$ cat config.mk
export PLATFORM = sky130hd
export DESIGN_NAME = qpsk_tx_sequencer_flat
export DESIGN_NICKNAME = d
export VERILOG_FILES = /design/src/rtl/qpsk_pkg.sv /design/src/rtl/qpsk_tx_sequencer_if.sv /design/src/rtl/qpsk_sample_counter.sv /design/src/rtl/qpsk_tx_sequencer.sv /design/src/flat_wrapper.sv
export SDC_FILE = /design/constraint.sdc
export NUM_CORES = 1
export LEC_CHECK = 0
export BUFFER_PORTS_ARGS = -buffer_cell sky130_fd_sc_hd__buf_2
export CORE_MARGIN = 3
export CORE_UTILIZATION = 60
export CTS_BUF_LIST = sky130_fd_sc_hd__clkbuf_4 sky130_fd_sc_hd__clkbuf_8
export CTS_CLUSTER_DIAMETER = 40
export DETAILED_ROUTE_END_ITERATION = 10
export PLACE_DENSITY_LB_ADDON = 0.3
export SLEW_MARGIN = 20
export SYNTH_ARGS = -nofsm -noshare
export SYNTH_HDL_FRONTEND = slang
export SYNTH_SLANG_ARGS = --single-unit
$ cat constraint.sdc
create_clock -name clk -period 4.3 [get_ports clk]
set_input_delay 0.215 -clock clk [delete_from_list [all_inputs] [get_ports clk]]
set_output_delay 0.215 -clock clk [all_outputs]
set_load 0.02 [all_outputs]
$ cat src/rtl/qpsk_pkg.sv
// rtl/qpsk_pkg.sv - shared types and constants for the QPSK transmit sequencer
package qpsk_pkg;

  typedef enum logic [2:0] {
    ST_IDLE = 3'd0,
    ST_FILL = 3'd1,
    ST_LOAD = 3'd2,
    ST_RUN  = 3'd3,
    ST_DONE = 3'd4
  } state_e;

  localparam int SYM_W = 2;
  localparam int DEF_N = 8;
  localparam int DEF_M = 16;

  // Gray-coded dibit to carrier phase; adjacent phases differ in one bit.
  localparam logic [SYM_W-1:0] GRAY_PH_0   = 2'b00;
  localparam logic [SYM_W-1:0] GRAY_PH_90  = 2'b01;
  localparam logic [SYM_W-1:0] GRAY_PH_180 = 2'b11;
  localparam logic [SYM_W-1:0] GRAY_PH_270 = 2'b10;

  function automatic logic [1:0] gray_to_quadrant(input logic [SYM_W-1:0] sym);
    return {sym[1], sym[1] ^ sym[0]};
  endfunction

endpackage

$ cat src/rtl/qpsk_tx_sequencer_if.sv
// rtl/qpsk_tx_sequencer_if.sv - frame handshake and datapath control bundle
interface qpsk_tx_sequencer_if #(
  parameter int IDX_W = 3
);
  logic             start;
  logic             pause;
  logic [1:0]       sipo_data;
  logic             shift_en;
  logic [1:0]       mux_sel;
  logic [IDX_W-1:0] sample_idx;
  logic             wave_valid;
  logic             sym_strobe;
  logic             busy;
  logic             done;

  modport master (
    output start, pause, sipo_data,
    input  shift_en, mux_sel, sample_idx, wave_valid, sym_strobe, busy, done
  );

  modport slave (
    input  start, pause, sipo_data,
    output shift_en, mux_sel, sample_idx, wave_valid, sym_strobe, busy, done
  );
endinterface

$ cat src/rtl/qpsk_sample_counter.sv
// rtl/qpsk_sample_counter.sv - modulo-N counter with enable, clear and terminal-count flag
module qpsk_sample_counter #(
  parameter int N = 8,
  parameter int W = 3
) (
  input  logic         clk,
  input  logic         rst,
  input  logic         en,
  input  logic         clr,
  output logic [W-1:0] idx,
  output logic         tc
);
  localparam logic [W-1:0] LAST = W'(N - 1);

  logic [W-1:0] idx_q, idx_d;

  assign idx = idx_q;
  assign tc  = (idx_q == LAST);

  // Wrap at N explicitly so non-power-of-two symbol lengths work.
  always_comb begin
    idx_d = idx_q;
    if (clr) begin
      idx_d = '0;
    end else if (en) begin
      idx_d = tc ? '0 : idx_q + 1'b1;
    end
  end

  always_ff @(posedge clk) begin
    if (rst) begin
      idx_q <= '0;
    end else begin
      idx_q <= idx_d;
    end
  end
endmodule

$ cat src/rtl/qpsk_tx_sequencer.sv
// rtl/qpsk_tx_sequencer.sv - frame controller for the QPSK transmit datapath
module qpsk_tx_sequencer
  import qpsk_pkg::*;
#(
  parameter int SAMPLES_PER_SYMBOL = DEF_N,
  parameter int SYMBOLS_PER_FRAME  = DEF_M,
  parameter int IDX_W              = 3,
  parameter int CNT_W              = 8
) (
  input  logic               clk,
  input  logic               rst,
  qpsk_tx_sequencer_if.slave bus
);
  localparam logic [IDX_W-1:0] IDX_SHIFT_A = IDX_W'(SAMPLES_PER_SYMBOL - 3);
  localparam logic [IDX_W-1:0] IDX_SHIFT_B = IDX_W'(SAMPLES_PER_SYMBOL - 2);
  localparam logic [CNT_W-1:0] SYM_LAST    = CNT_W'(SYMBOLS_PER_FRAME);

  state_e             state_q, state_d;
  logic               fill_cnt_q, fill_cnt_d;
  logic [CNT_W-1:0]   sym_cnt_q, sym_cnt_d;
  logic [SYM_W-1:0]   mux_sel_q, mux_sel_d;

  logic               cnt_en, cnt_clr, cnt_tc;
  logic [IDX_W-1:0]   idx;
  logic               syms_left;

  logic shift_en, wave_valid, sym_strobe, busy, done;

  qpsk_sample_counter #(
    .N (SAMPLES_PER_SYMBOL),
    .W (IDX_W)
  ) u_sample_cnt (
    .clk (clk),
    .rst (rst),
    .en  (cnt_en),
    .clr (cnt_clr),
    .idx (idx),
    .tc  (cnt_tc)
  );

  assign syms_left = (sym_cnt_q < SYM_LAST);

  always_comb begin
    state_d    = state_q;
    fill_cnt_d = fill_cnt_q;
    sym_cnt_d  = sym_cnt_q;
    mux_sel_d  = mux_sel_q;
    cnt_en     = 1'b0;
    cnt_clr    = 1'b0;
    shift_en   = 1'b0;
    wave_valid = 1'b0;
    sym_strobe = 1'b0;
    busy       = 1'b0;
    done       = 1'b0;

    unique case (state_q)
      ST_IDLE: begin
        if (bus.start) begin
          state_d    = ST_FILL;
          fill_cnt_d = 1'b0;
          sym_cnt_d  = '0;
          cnt_clr    = 1'b1;
        end
      end

      ST_FILL: begin
        busy = 1'b1;
        if (!bus.pause) begin
          shift_en = 1'b1;
          if (fill_cnt_q) begin
            state_d = ST_LOAD;
          end else begin
            fill_cnt_d = 1'b1;
          end
        end
      end

      ST_LOAD: begin
        busy = 1'b1;
        if (!bus.pause) begin
          mux_sel_d = bus.sipo_data;
          sym_cnt_d = CNT_W'(1);
          cnt_clr   = 1'b1;
          state_d   = ST_RUN;
        end
      end

      ST_RUN: begin
        busy = 1'b1;
        if (!bus.pause) begin
          wave_valid = 1'b1;
          sym_strobe = (idx == '0);
          cnt_en     = 1'b1;
          // Prefetch the next dibit during the last samples of the current symbol.
          shift_en   = syms_left && ((idx == IDX_SHIFT_A) || (idx == IDX_SHIFT_B));
          if (cnt_tc) begin
            if (syms_left) begin
              mux_sel_d = bus.sipo_data;
              sym_cnt_d = sym_cnt_q + 1'b1;
            end else begin
              state_d = ST_DONE;
            end
          end
        end
      end

      ST_DONE: begin
        done    = 1'b1;
        state_d = ST_IDLE;
      end

      default: begin
        state_d = ST_IDLE;
      end
    endcase
  end

  always_ff @(posedge clk) begin
    if (rst) begin
      state_q    <= ST_IDLE;
      fill_cnt_q <= 1'b0;
      sym_cnt_q  <= '0;
      mux_sel_q  <= '0;
    end else begin
      state_q    <= state_d;
      fill_cnt_q <= fill_cnt_d;
      sym_cnt_q  <= sym_cnt_d;
      mux_sel_q  <= mux_sel_d;
    end
  end

  assign bus.shift_en   = shift_en;
  assign bus.mux_sel    = mux_sel_q;
  assign bus.sample_idx = idx;
  assign bus.wave_valid = wave_valid;
  assign bus.sym_strobe = sym_strobe;
  assign bus.busy       = busy;
  assign bus.done       = done;
endmodule
$ cat src/flat_wrapper.sv
// flat-port wrapper written by rule: the top's interface ports become plain ports
module qpsk_tx_sequencer_flat import qpsk_pkg::*;
#(
  parameter int SAMPLES_PER_SYMBOL = DEF_N,
  parameter int SYMBOLS_PER_FRAME  = DEF_M,
  parameter int IDX_W              = 3,
  parameter int CNT_W              = 8
)
  (clk, rst, bus_start, bus_pause, bus_sipo_data, bus_shift_en, bus_mux_sel, bus_sample_idx, bus_wave_valid, bus_sym_strobe, bus_busy, bus_done);
  qpsk_tx_sequencer_if #(.IDX_W(IDX_W)) bus_i ();
  input  logic clk;
  input  logic rst;
  input wire logic [$bits(bus_i.start)-1:0] bus_start;
  input wire logic [$bits(bus_i.pause)-1:0] bus_pause;
  input wire logic [$bits(bus_i.sipo_data)-1:0] bus_sipo_data;
  output wire logic [$bits(bus_i.shift_en)-1:0] bus_shift_en;
  output wire logic [$bits(bus_i.mux_sel)-1:0] bus_mux_sel;
  output wire logic [$bits(bus_i.sample_idx)-1:0] bus_sample_idx;
  output wire logic [$bits(bus_i.wave_valid)-1:0] bus_wave_valid;
  output wire logic [$bits(bus_i.sym_strobe)-1:0] bus_sym_strobe;
  output wire logic [$bits(bus_i.busy)-1:0] bus_busy;
  output wire logic [$bits(bus_i.done)-1:0] bus_done;
  assign bus_i.start = bus_start;
  assign bus_i.pause = bus_pause;
  assign bus_i.sipo_data = bus_sipo_data;
  assign bus_shift_en = bus_i.shift_en;
  assign bus_mux_sel = bus_i.mux_sel;
  assign bus_sample_idx = bus_i.sample_idx;
  assign bus_wave_valid = bus_i.wave_valid;
  assign bus_sym_strobe = bus_i.sym_strobe;
  assign bus_busy = bus_i.busy;
  assign bus_done = bus_i.done;
  qpsk_tx_sequencer #(.SAMPLES_PER_SYMBOL(SAMPLES_PER_SYMBOL), .SYMBOLS_PER_FRAME(SYMBOLS_PER_FRAME), .IDX_W(IDX_W), .CNT_W(CNT_W)) u_core (.clk(clk), .rst(rst), .bus(bus_i));
endmodule
==> out/metrics.cfg, run 1 <==
[sta]
layout_worst_path_cycle_share = 0.490
period_minus_slack_ns = 2.11
grt_setup_unrepaired = no
finalHoldViolCount = 0
max_freq_ghz = 0.474
worst_pin_slew_ns = 0.726
fin_tns_setup_ns = 0
maxSlewHeadroom = 0.512
finalSetupViolCount = 0
finClkSkew_ns = 0.00404
drv_slew = 0

[pwr]
peakVddDrop_v = 0.000225
comb_power_share = 0.081
pwr_density_cell_mw_per_mm2 = 279
p_sw_frac = 0.236
p_sw_mw = 0.0648
leakage_nw = 0.420
clock_power_share = 0.328
pwr-share-seq = 0.591
power.total_mw = 0.275
intPower_mw = 0.210

[synth]
synth_top_area_frac = 0.378
syn_area_per_cell_sq_um = 8.91
synth_top_cells_by_area = dfxtp_1 (38%), ha_1 (8.3%), buf_6 (3.8%)
syn_area_sq_um = 900
yosysSeqAreaShare = 0.378
ys_types = 38
yosysWarningCount = 0
synth_largest_area_cell = dfxtp_1
ys_ff_latch = 17
syn_nets = 113
synthCells = 101

[global_route]
grt_usage = 0.220
grt_start_max_net_pins = 14
antenna_found_initial = 0
grt_pass1_vias = 760
grt_pass1_wl_microns = 3280
globalRoute.totalOverflow = 0

[setup_path]
crit_family = simple AND/OR/NAND/NOR gates
slowest_stage = nor4_1
crit_path_start_kind = flop
cp.arrival_ns = 1.89
crit_chain = nor4_1 -> o211ai_1 -> a211oi_1 -> buf_2
worstPathMaxFanout = 5
end_kind = output port
crit_type = flop to output port
required_ns = 4.09
slowest_delay_ns = 0.65
cp.buffers_inverters = 1

[detailed_routing]
ant_nets = 0
vias = 789
dr_wl_met2_microns = 910
wl_per_cell_microns = 14.2
wl_met3_microns = 112
viasPerCell = 6.02
drt-initial-drc-count = 11
drt_pass1_iterations = 4
wl_met1_microns = 834
top_layer_used = met3
drc = 0
finalWirelength_microns = 1860

[layout]
final_layout_size_suffix_gt1_frac = 0.216
num-nets-final = 129
final_cells = 131
area_growth_pct = 9.60
nFillCells = 112
diodes = 0

[floorplanning]
start_util = 0.666
num_rows = 13
io_pins = 16
chipHeight_microns = 44.7
die-width_microns = 44.7
core_area_sq_mm = 0.00135
dieArea_sq_mm = 0.00200

[hold_path]
min_path_type = input port to flop

[clocking]
clock_sinks = 17
root_buffer = clkbuf_4
cts_tree = built
cts_max_level = 1
post_cts_buffers = 0
clock_path_buffers = 2
clk_pin_slew_ns = 0.09
cts_buffers = 3
insertion_delay_ns = 0.29
cts_hold_buffers = 0
cts_resized = 0

[placement]
post-place-cells = 127
portBuffers = 15
hpwlAfterDp_microns = 1410
place_congestion = 0.812

[job]
maxCapViolations = 0

[outcome]
outcome = completed

==> per-stage QoR <==
stage          cell area [sq um]  hold WS [ns]  worst slack, ns   util
2_1_floorplan                900         0.331             2.50      -
3_3_place_gp                 956         0.432             2.53  0.708
3_5_place_dp                 956         0.431             2.52  0.708
4_1_cts                      986         0.115             2.20  0.730
5_1_grt                      986         0.131             2.09  0.730
6_report                     986         0.122             2.19  0.730
==> registers in the layout, summed over array words and instances, names as in the netlist <==
name	flops
u_core.bus.mux_sel	2
u_core.fill_cnt_q	1
u_core.state_q	3
u_core.sym_cnt_q	8
u_core.u_sample_cnt.idx	3
==> power by group through the flow <==
stage	sequential (mW)	clock (mW)	combinational, mW
global placement	0.166	0	0.0214
finish	0.162	0.0901	0.0222
CTS	0.162	0.0931	0.0221
global route	0.163	0.0991	0.0251
detailed placement	0.166	0	0.0220
floorplan	0.164	0	0.0179
==> cell type report <==
type                       instances  area, sq um  area share
clock buffer                       4         30.0      0.0305
inverter                           6         22.5      0.0228
tap                               15         18.8      0.0190
multi-input combinational         74          499       0.506
timing repair buffer              15         75.1      0.0761
sequential                        17          340       0.345
==> Yosys cell counts (all sizes together) <==
| library cell | n |
|---|---|
| dfxtp | 17 |
| a21o | 1 |
| mux2i | 2 |
| nor2 | 7 |
| ha | 6 |
| o211ai | 1 |
| and2 | 3 |
| o21a | 1 |
| nand2 | 8 |
| nor4 | 2 |
| nand2b | 1 |
| clkbuf | 1 |
| nor2b | 1 |
| nand3b | 1 |
| and4b | 1 |
| inv | 6 |
| a311oi | 1 |
| nand3 | 1 |
| o32ai | 1 |
| and3 | 1 |
| nor3 | 6 |
| nand4bb | 1 |
| nor3b | 2 |
| a211oi | 2 |
| a22oi | 1 |
| buf | 3 |
| or4 | 1 |
| o21ai | 6 |
| nand4 | 3 |
| o221a | 1 |
| a21oi | 6 |
| o21ba | 1 |
| nor4b | 1 |
| a31oi | 3 |
| a32oi | 1 |
==> cell usage in the layout (no fill, tap or decap), types with 4 or more instances in the layout <==
| cell | synthesis | routed |
|---|---|---|
| dfxtp_1 | 17 | 17 |
| o21ai_0 | 4 | 4 |
| nor2_1 | 7 | 7 |
| buf_2 | 0 | 15 |
| nor3_1 | 6 | 6 |
| clkbuf_4 | 0 | 4 |
| ha_1 | 6 | 6 |
| a21oi_1 | 6 | 6 |
| nand2_1 | 8 | 8 |
| inv_1 | 6 | 6 |
==> routing by layer <==
layer,vias to the layer above,global-route usage
met1,361,0.264
met3,0,0.0598
met2,22,0.393
met5,-,0
met4,0,0.0361
li1,406,-
==> worst paths after layout <==
kind	startpoint	endpoint	slack, ns	depth (start not counted)
setup / recovery	u_core.sym_cnt_q[7]$_SDFFE_PP0P_	bus_shift_en	2.19	4
hold / removal	bus_start	u_core.fill_cnt_q$_SDFFE_PP0P_	0.12	2
setup reg to reg	u_core.sym_cnt_q[7]$_SDFFE_PP0P_	u_core.sym_cnt_q[4]$_SDFFE_PP0P_	2.51	4
hold reg to reg	u_core.bus.mux_sel[0]$_SDFFE_PP0P_	u_core.bus.mux_sel[0]$_SDFFE_PP0P_	0.46	2
==> logic make-up after synthesis <==
logic type | after synthesis | share of synthesized area
AO/OA/AOI/OAI | 26 | 0.195
adder cells (fa/ha/maj) | 6 | 0.0834
buffers and inverters | 10 | 0.0668
flip-flops | 17 | 0.378
multiplexers | 2 | 0.0223
AND/OR/NAND/NOR | 40 | 0.255
Power figures use the tool's default switching activity.
==> inputs of run 2 (changes only) <==
--- a/config.mk
+++ b/config.mk
@@ -7,7 +7,7 @@
 export LEC_CHECK = 0
 export BUFFER_PORTS_ARGS = -buffer_cell sky130_fd_sc_hd__buf_2
 export CORE_MARGIN = 3
-export CORE_UTILIZATION = 60
+export CORE_UTILIZATION = 56
 export CTS_BUF_LIST = sky130_fd_sc_hd__clkbuf_4 sky130_fd_sc_hd__clkbuf_8
 export CTS_CLUSTER_DIAMETER = 40
 export DETAILED_ROUTE_END_ITERATION = 10
==> constraint.sdc (replaced) <==
create_clock -name clk -period 2.1 [get_ports clk]
set_input_delay 0.105 -clock clk [delete_from_list [all_inputs] [get_ports clk]]
set_output_delay 0.105 -clock clk [all_outputs]
set_load 0.02 [all_outputs]
==> out/metrics.cfg, run 2 (synthesis gave the netlist of run 1 again) <==
[outcome]
outcome = completed

[sta]
finalHoldViolCount = 0  ; unchanged
layout_worst_path_cycle_share = 0.832
period_minus_slack_ns = 1.75
max_freq_ghz = 0.573
finClkSkew_ns = 0.00457  ; +0.000525 ns
hold_ws_ns = 0.0273  ; -0.0946 ns
worst_pin_slew_ns = 0.389  ; -0.336 ns
grt_setup_unrepaired = no
maxSlewHeadroom = 0.740  ; +0.228
drv_slew = 0  ; unchanged
finalSetupViolCount = 0  ; unchanged
fin_tns_setup_ns = 0  ; unchanged

[placement]
portBuffers = 15  ; unchanged
placed_area_sq_um = 971  ; +1.6%
hpwlAfterDp_microns = 1360  ; -3.6%
place_congestion = 0.830  ; +2.2%

[hold_path]
hold_depth = 2  ; unchanged
min_path_type = input port to flop

[floorplanning]
chipHeight_microns = 46.1  ; +3.0%
start_util = 0.643  ; -0.0232
io_pins = 16  ; unchanged
num_rows = 13  ; unchanged
core_area_sq_mm = 0.00140  ; +3.6%
dieArea_sq_mm = 0.00212  ; +6.2%
die-width_microns = 46.1  ; +3.0%

[clocking]
cts_tree = built
post_cts_buffers = 0  ; unchanged
cts_max_level = 1  ; unchanged
cts_buffers = 3  ; unchanged
clk_pin_slew_ns = 0.10  ; about the same
insertion_delay_ns = 0.29  ; about the same
root_buffer = clkbuf_4
cts_hold_buffers = 0  ; unchanged
clock_path_buffers = 2  ; unchanged
cts_resized = 0  ; unchanged
clock_sinks = 17  ; unchanged

[global_route]
grt_usage = 0.205  ; -0.0150
grt_start_max_net_pins = 14  ; unchanged
globalRoute.totalOverflow = 0  ; unchanged
grt_pass1_vias = 745  ; -2.0%
antenna_found_initial = 0  ; unchanged
grt_pass1_wl_microns = 3160  ; -3.8%

[layout]
diodes = 0  ; unchanged
area_growth_pct = 11.0
final_core_util = 0.714  ; -0.0165
largest-register = u_core.sym_cnt_q
largest_register_ffs = 8  ; unchanged
layout_common_cells = dfxtp_1 (17), buf_2 (15), nand2_1 (8)
layout_commonest_cell = dfxtp_1
num-nets-final = 131  ; +1.6%
final_design_area_no_fill_sq_um = 998  ; +1.3%
final_layout_size_suffix_gt1_frac = 0.229  ; +0.0133

[job]
maxCapViolations = 0  ; unchanged

[detailed_routing]
vias = 810  ; +2.7%
finalWirelength_microns = 1820  ; -1.8%
drt-initial-drc-count = 21  ; +10
drc = 0  ; unchanged
viasPerCell = 6.09  ; +1.1%
ant_nets = 0  ; unchanged
wl_per_cell_microns = 13.7  ; -3.3%
drt_pass1_iterations = 4  ; unchanged

[pwr]
clock_power_share = 0.315  ; -0.013
intPower_mw = 0.416  ; +98%
peakVddDrop_v = 0.000423  ; +88%
p_sw_mw = 0.138  ; +110%
leakage_nw = 0.428  ; +1.9%
pwr-share-seq = 0.600  ; +0.009
comb_power_share = 0.085  ; +0.004
pwr_density_cell_mw_per_mm2 = 555  ; +99%
p_sw_frac = 0.249  ; +0.0135

[setup_path]
reg2reg_depth = 6  ; +2
crit_path_start_kind = flop
required_ns = 2.00  ; -2.09 ns
worstPathMaxFanout = 13  ; +8
crit_type = flop to output port
cp.arrival_ns = 1.64  ; -0.25 ns
end_kind = output port

run 2: cell count changes in the layout (fill, tap and decap cells not counted), sizes merged:
cell / change
buf: +2
clkbuf: -1
clkinv: +1
run 2: worst max-delay path, cell delays in order, from the launching register on:
cell	delay [ns]
dfxtp_1	0.57
nand4bb_1	0.34
nor3b_1	0.26
buf_2	0.19
run 2: power groups by stage:
| stage | clock, mW | combinational [mW] | sequential [mW] |
|---|---|---|---|
| floorplan | 0 | 0.0367 | 0.336 |
| global placement | 0 | 0.0461 | 0.340 |
| detailed placement | 0 | 0.0470 | 0.340 |
| CTS | 0.176 | 0.0472 | 0.332 |
| global route | 0.192 | 0.0536 | 0.333 |
| finish | 0.174 | 0.0473 | 0.332 |
run 2: worst paths after layout:
| path | slack, ns | from | to |
|---|---|---|---|
| max | 0.35 | u_core.state_q[1]$_SDFFE_PP0P_ | bus_sym_strobe |
| min | 0.03 | bus_start | u_core.fill_cnt_q$_SDFFE_PP0P_ |
| max reg2reg | 0.39 | u_core.u_sample_cnt.idx[0]$_SDFFE_PP0P_ | u_core.bus.mux_sel[0]$_SDFFE_PP0P_ |
| min reg2reg | 0.47 | u_core.bus.mux_sel[1]$_SDFFE_PP0P_ | u_core.bus.mux_sel[1]$_SDFFE_PP0P_ |
run 2: area by class of cell:
type | instances | area, sq um
multi-input cells | 74 | 499
fillers | 105 | 400
flip-flops and latches | 17 | 340
repair buffers | 17 | 90.1
clock buffers | 3 | 22.5
inverters | 6 | 22.5
well taps | 15 | 18.8
clock inverters | 1 | 5.00
run 2: per-layer routing:
metal / vias up / GRT usage / wire (microns)
met5: - / 0 / 0
met4: 0 / 0.0852 / 29
met3: 4 / 0.0391 / 122
met2: 28 / 0.313 / 832
met1: 373 / 0.279 / 839
li1: 405 / - / -
run 2: stage by stage:
step | total power [mW] | setup WS [ns] | std cells
floorplan | 0.372 | 0.408 | 101
global placement | 0.386 | 0.483 | 129
detailed placement | 0.387 | 0.412 | 129
CTS | 0.555 | 0.346 | 133
global route | 0.579 | 0.190 | 133
finish | 0.554 | 0.354 | 133
